$ cat src/rtl/scan_mux_pkg.sv
// Shared types and helpers for the scanning channel selector and its display decoders.
package scan_mux_pkg;

    typedef enum logic [1:0] {
        MANUAL = 2'd0,
        SCAN   = 2'd1,
        PAUSED = 2'd2
    } scan_state_t;

    // Channel index width; a single channel still needs one bit.
    function automatic int sel_width(input int n);
        return ($clog2(n) > 0) ? $clog2(n) : 1;
    endfunction

endpackage

$ cat src/rtl/sync2.sv
// Two-flop synchroniser for asynchronous control inputs, cleared by async reset.
module sync2 #(
    parameter int WIDTH = 1
) (
    input  logic             clk,
    input  logic             rst_n,
    input  logic [WIDTH-1:0] d,
    output logic [WIDTH-1:0] q
);

    logic [WIDTH-1:0] meta_q;
    logic [WIDTH-1:0] sync_q;

    // NOTE: non-blocking assignments let both stages sample pre-edge values; blocking would collapse the chain into one flop.
    always_ff @(posedge clk or negedge rst_n) begin
        if (!rst_n) begin
            meta_q <= '0;
            sync_q <= '0;
        end else begin
            meta_q <= d;
            sync_q <= meta_q;
        end
    end

    assign q = sync_q;

endmodule

$ cat src/rtl/scan_channel_mux.sv
// N-channel registered selector: manual select or timed auto-scan with pause.
module scan_channel_mux
    import scan_mux_pkg::*;
#(
    parameter int W     = 3,
    parameter int N     = 5,
    parameter int DWELL = 50_000_000,
    localparam int SEL_W = sel_width(N)
) (
    input  logic               CLOCK_50,
    input  logic               RESET_N,
    input  logic [N*W-1:0]     data_in,
    input  logic [SEL_W-1:0]   sel_in,
    input  logic               auto_in,
    input  logic               hold_in,
    output logic [W-1:0]       data_out,
    output logic [SEL_W-1:0]   chan_out,
    output logic               chan_chg
);

    localparam int               CW        = $clog2(DWELL) + 1;
    localparam logic [CW-1:0]    CNT_LAST  = CW'(DWELL - 1);
    localparam logic [SEL_W-1:0] CHAN_LAST = SEL_W'(N - 1);

    logic [SEL_W+1:0] sync_bus;
    logic [SEL_W-1:0] sel_s;
    logic             auto_s;
    logic             hold_s;

    sync2 #(.WIDTH(SEL_W + 2)) u_sync (
        .clk   (CLOCK_50),
        .rst_n (RESET_N),
        .d     ({sel_in, auto_in, hold_in}),
        .q     (sync_bus)
    );

    assign {sel_s, auto_s, hold_s} = sync_bus;

    scan_state_t      state_q, state_d;
    logic [CW-1:0]    cnt_q, cnt_d, cnt_base;
    logic [SEL_W-1:0] chan_q, chan_d;
    logic [W-1:0]     data_q, data_d;
    logic             chg_q, chg_d;

    always_comb begin
        state_d = SCAN;
        if (!auto_s) begin
            state_d = MANUAL;
        end else if (hold_s) begin
            state_d = PAUSED;
        end
    end

    // Channel and counter follow the state being entered, so mode changes act on the same edge.
    // NOTE: every variable gets a default before the case, so no path can infer a latch.
    always_comb begin
        chan_d   = chan_q;
        cnt_d    = cnt_q;
        cnt_base = (state_q == MANUAL) ? '0 : cnt_q;
        case (state_d)
            MANUAL: begin
                cnt_d = '0;
                if (int'(sel_s) < N) begin
                    chan_d = sel_s;
                end
            end
            SCAN: begin
                if (cnt_base == CNT_LAST) begin
                    cnt_d  = '0;
                    chan_d = (chan_q == CHAN_LAST) ? '0 : chan_q + 1'b1;
                end else begin
                    cnt_d = cnt_base + 1'b1;
                end
            end
            default: ;
        endcase
    end

    always_comb begin
        data_d = '0;
        for (int k = 0; k < N; k++) begin
            if (chan_d == SEL_W'(k)) begin
                data_d = data_in[k*W +: W];
            end
        end
        chg_d = (chan_d != chan_q);
    end

    always_ff @(posedge CLOCK_50 or negedge RESET_N) begin
        if (!RESET_N) begin
            state_q <= MANUAL;
            cnt_q   <= '0;
            chan_q  <= '0;
            data_q  <= '0;
            chg_q   <= 1'b0;
        end else begin
            state_q <= state_d;
            cnt_q   <= cnt_d;
            chan_q  <= chan_d;
            data_q  <= data_d;
            chg_q   <= chg_d;
        end
    end

    assign data_out = data_q;
    assign chan_out = chan_q;
    assign chan_chg = chg_q;

endmodule

$ cat config.mk
export PLATFORM = sky130hd
export DESIGN_NAME = scan_channel_mux
export DESIGN_NICKNAME = d
export VERILOG_FILES = /design/src/rtl/scan_mux_pkg.sv /design/src/rtl/sync2.sv /design/src/rtl/scan_channel_mux.sv
export SDC_FILE = /design/constraint.sdc
export NUM_CORES = 1
export LEC_CHECK = 0
export CORE_UTILIZATION = 30
export DETAILED_ROUTE_END_ITERATION = 10
export GPL_TIMING_DRIVEN = 1
export PLACE_DENSITY = 0.49
export SYNTH_ARGS = -nofsm -noshare
export SYNTH_HDL_FRONTEND = slang
export SYNTH_SLANG_ARGS = --single-unit
$ cat constraint.sdc
create_clock -name CLOCK_50 -period 3.93 [get_ports CLOCK_50]
set_input_delay 0.5895 -clock CLOCK_50 [delete_from_list [all_inputs] [get_ports CLOCK_50]]
set_output_delay 0.5895 -clock CLOCK_50 [all_outputs]
set_load 0.03 [all_outputs]
Word-level counts from Yosys, hierarchy flattened
Cells that the tools add are included.

Register bits after elaboration: 46. Input bits: 22. Output and inout bits: 7.

Add/sub/neg operators: 2. Magnitude comparators: 1. Eq/ne operators: 8. Muxes and demuxes: 14. Reductions and logical operators: 4.

Operator list (number): 27-bit 2-to-1 mux (2); 27-bit one-hot mux with 2 select lines (1); 27-bit by 1-bit adder with 27-bit output (second input constant) (1); 27-bit by 26-bit == test with 1-bit output (second input constant) (1); 3-bit 2-to-1 mux (8); 3-bit by 2-bit == test with 1-bit output (second input constant) (2); 3-bit == test (second input constant) (2); 3-bit one-hot mux with 2 select lines (1); 2-bit zero test (2); 2-bit 2-to-1 mux (2); 3-bit by 1-bit adder with 3-bit output (second input constant) (1); 3-bit by 1-bit == test with 1-bit output (second input constant) (1); 3-bit zero test (1); 3-bit < comparator (second input constant) (1); 3-bit != test (1); 2-bit by 1-bit == test with 1-bit output (second input constant) (1); 2-bit nonzero test (1).

Logic depth before layout (Yosys ltp)
Word-level depth: 11. Mapped depth: 12. Mapped depth without buffers: 9.

By module
From an unflattened synthesis, not the netlist that was laid out.

Cell total of the unflattened synthesis: 310. Area total of the unflattened synthesis: 2736.4 um^2.

By module, submodules not included: scan_channel_mux (instances 1, cells each 300, area each 2486.1 um^2, seq. area each 900.9 um^2); sync2 (instances 1, cells each 10, area each 250.2 um^2, seq. area each 250.2 um^2).

Worst setup path after synthesis
No wires, ideal clock.

Path kind: reg2reg. From: register state_q[1]. To: register data_q[1] (netlist: data_out[1]). Setup time: 137 ps. Arrival time: 2928 ps. Data required time: 3793 ps. Slack: 865 ps. Cell stages (with the launch flop): 13. Period minus slack after synthesis: 3065 ps. Path through: dfrtp_1 or2_2 clkbuf_1 buf_1 and2_1 ha_1 and4_1 nand3_1 or4_1 buf_2 and3_1 a222oi_1 o32ai_1.

Cells in the longest elaborated chain, start to end: 11. Elaborated cells between the ends (all ways): 15. Those cells by class: eq/ne (5); mux (8); reduce/logical (2).

RTL lines: from (decl) (line scan_channel_mux.sv:39) `scan_state_t state_q, state_d;`; from (signal assigned) (line scan_channel_mux.sv:97) `state_q <= state_d;`; 2-bit zero test * (line scan_channel_mux.sv:59) `cnt_base = (state_q == MANUAL) ? '0 : cnt_q;`; 27-bit 2-to-1 mux * (line scan_channel_mux.sv:59); 27-bit by 26-bit == test with 1-bit output * (line scan_channel_mux.sv:68) `if (cnt_base == CNT_LAST) begin`; 3-bit 2-to-1 mux * (line scan_channel_mux.sv:68); 3-bit one-hot mux with 2 select lines * (line scan_channel_mux.sv:60) `case (state_d)`; 3-bit zero test (line scan_channel_mux.sv:82) `if (chan_d == SEL_W'(k)) begin`; 3-bit 2-to-1 mux (4 in a row) (line scan_channel_mux.sv:82); 3-bit 2-to-1 mux * (line scan_channel_mux.sv:82); via data_d[1] (line scan_channel_mux.sv:42) `logic [W-1:0] data_q, data_d;`; to (signal assigned) (line scan_channel_mux.sv:100) `data_q <= data_d;`; to (decl) (line scan_channel_mux.sv:42).

The timed path passes the listed nets; every way through them passes the cells marked *. A chain may end at the register's enable or synchronous reset.

Final worst setup path
From: register state_q[0]. To: register data_q[2] (netlist: data_out[2]).

Same word-level chain as after synthesis.

==> summary.txt <==
CTS
  • Clock Sinks: 46
  • Worst skew pair latency: 300 ps
  • Root buf cell: clkbuf_8
  • CTS Buffer Depth: 2
  • CTS tree: yes
  • H-tree levels: 2
  • Num CTS Buffers: 5
  • Post-cts hold buffer count: 0
  • Clock Pin Slew Worst Setup and Hold Paths: 90 ps
  • Setup Buffers After CTS: 0
  • Resize count post-CTS: 0

Status
  • Outcome: complete, no violations

Final layout
  • Area Growth Syn to Fin: 17.98%
  • Ant diodes: 0
  • FILL cells: 844
  • Register area: 1151 um2
  • Final nets: 339
  • Area taken by multi-input logic gates: 1408 um2
  • Finished Layout Cells: 420
  • Share of cells above drive strength 1: 8.254%

Placed design
  • HPWL after DPL: 4.945 mm
  • Number of port buffers: 28
  • Placed insts: 412
  • RePlAce Congestion: 0.7923

Global route
  • Grt ovf: 0
  • Largest net degree at the start of global routing: 47
  • Global-route wire length before repair: 11.76 mm
  • Vias in the first global route: 2,215
  • GRT Util Overall: 16.73%
  • Initial antenna violation count: 0

Floorplan
  • Die height: 96.01 um
  • Core ar.: 8382 um2
  • Initial Utilization: 31.63%
  • Horiz. Die Dim: 96.01 um
  • # IOs: 29
  • Die Area: 9218 um2
  • Row cnt: 33

Setup path
  • Critical Path RT: 4100 ps
  • CP Capture Type: register
  • Worst path bufs/invs: 0
  • Arr. time, crit path: 3350 ps
  • CP top delay family: simple AND/OR/NAND/NOR gates
  • Startpoint class of the critical path: register
  • Crit path kind: reg -> reg
  • Critical-path maximum fanout: 19
  • CP max-delay cell: or4_1
  • Critical Path Max Stage Delay: 620 ps
  • Critical path, cell by cell: or2_2 > and2_1 > ha_1 > and4_1 > nand3_1 > or4_1 > and3_4 > a222oi_1 > o32ai_1
  • Internal reg-to-reg setup slack: 750 ps

Route
  • Via count: 2,340
  • Drt drc: 0
  • ANT nets after route: 0
  • DRT iter0 DRCs: 139
  • Avg WL per Cell: 16.79 um
  • Avg Vias per Cell: 5.571
  • First-pass detailed-route iteration total: 5
  • Final WL: 7.053 mm

Pwr
  • Leak: 1.253 nW
  • PwrDens: 338.8 nW/um2
  • Total power draw: 1.060 mW
  • Maximum vdd ir drop: 0.1467 mV

Timing
  • RSZ-0062 raised after global routing: false
  • Final min period: 3176 ps
  • Total Neg Setup Slack: 0 ps
  • Period utilization: 80.81%
  • Setup Skew: 6.389 ps
  • Final hold violations: 0
  • Slew Viols, Final: 0
  • Slew margin rel.: 30.88%
  • Least-Margin Pin Slew: 1037 ps
  • # setup viols final: 0
  • Fmax: 314.9 MHz

Logic synthesis
  • FF+latch count, synth: 46
  • Largest area contributor in the netlist: dfrtp_1
  • Library cells used by synthesis: 56
  • Commonest cells post-synth: 46 x dfrtp_1, 38 x nand2_1, 29 x o21ai_0
  • EDFF count, synth: 0
  • Asr flop ratio synth: 100.0%
  • Syn nets: 315
  • Most frequent cell after synthesis: dfrtp_1
  • Mapped Area: 2651 um2
  • Warnings, synthesis: 0
  • Sequential area share after synthesis: 43.42%
  • Mapped Cells: 290
  • Area share of the largest cell type after synthesis: 43.42%
  • Top post-synthesis cells by area: dfrtp_1 43%, o21ai_0 5.5%, nand2_1 5.4%, and3_1 3.1%, nor4_1 2.8%
  • Ys flop type: dfrtp_1
  • Avg Cell Area, Syn: 9.142 um2

Min path
  • Hold crit path type: reg -> reg

Flow run
  • Max Cap Viol: 0
layer usage:
layer / global-route usage (%) / vias to the layer above / wire [um]
met1: 24.22 / 1142 / 3435
met4: 3.980 / 0 / 53
met3: 2.844 / 4 / 372
li1: - / 1142 / -
met2: 25.83 / 52 / 3192
met5: 0 / - / 0
placed cells by master, fill, tap and decap left out, drive strengths merged, types with 3 or more instances in the layout:
cell type	netlist	routed
nand4	7	7
nor2	9	9
dfrtp	46	46
a21oi	6	6
a222oi	3	3
or2	4	4
xnor2	5	5
buf	5	4
clkbuf	9	6
and2	5	5
nor3	5	5
and3	17	17
mux2i	3	3
a21o	3	3
nor4b	4	4
clkdlybuf4s50	0	27
inv	8	8
a32o	6	6
nand2	38	38
nor4	12	12
a31oi	5	5
o32ai	3	3
nand2b	4	4
nand3	15	15
o21ai	29	29
xor2	4	4
a211oi	4	4
ha	3	3
final timing paths:
| check | startpoint | endpoint | cells past startpoint |
|---|---|---|---|
| setup / recovery | state_q[0] | data_out[2] | 9 |
| hold / removal | u_sync.meta_q[2] | u_sync.q[2] | 0 |
| setup reg to reg | state_q[0] | data_out[2] | 9 |
| hold reg to reg | u_sync.meta_q[2] | u_sync.q[2] | 0 |
| max in group asynchronous | RESET_N | cnt_q[16] | 1 |
| min in group asynchronous | RESET_N | cnt_q[1] | 1 |
metrics by stage:
step                util [%]  cell area, um2  hold slack (ps)  worst slack, ps
floorplan                  -            2651            293.9            865.1
global placement       36.01            3018            332.2            888.6
detailed placement     36.01            3018            334.7            801.2
CTS                    37.32            3128            355.8            765.1
global route           37.32            3128            366.3            514.7
finish                 37.32            3128            353.9            754.2
worst reg2reg max path, stage by stage, from the launching register on:
cell	delay, ps
dfrtp_1	440
or2_2	390
and2_1	210
ha_1	220
and4_1	320
nand3_1	130
or4_1	620
and3_4	240
a222oi_1	350
o32ai_1	140
kinds of logic after synthesis:
family	count (synthesis)	synth area share, %
xor+xnor	9	2.973
flops	46	43.42
mux	3	1.133
buf+inv	22	3.492
fa+ha+maj	3	1.416
compound gates	80	21.19
simple gates	127	26.38
report_power, final:
part | switching, mW | internal [mW] | total [mW]
sequential | 0.0163 | 0.494 | 0.510
combinational | 0.114 | 0.0822 | 0.196
clock | 0.164 | 0.190 | 0.354
total | 0.294 | 0.766 | 1.06
flip-flops by register name, indices dropped and copies added (netlist names):
name           flops
u_sync.q           5
u_sync.meta_q      5
state_q            2
chan_chg           1
data_out           3
cnt_q             27
chan_out           3
final cells by class:
| cell class | count | share of cell area [%] |
|---|---|---|
| Inverter | 8 | 0.9600 |
| Multi-Input combinational cell | 222 | 45.00 |
| Clock inverter | 2 | 1.200 |
| Sequential cell | 46 | 36.80 |
| Timing Repair Buffer | 31 | 9.520 |
| Tap cell | 105 | 4.200 |
| Clock buffer | 6 | 2.320 |
Power figures use the tool's default switching activity.
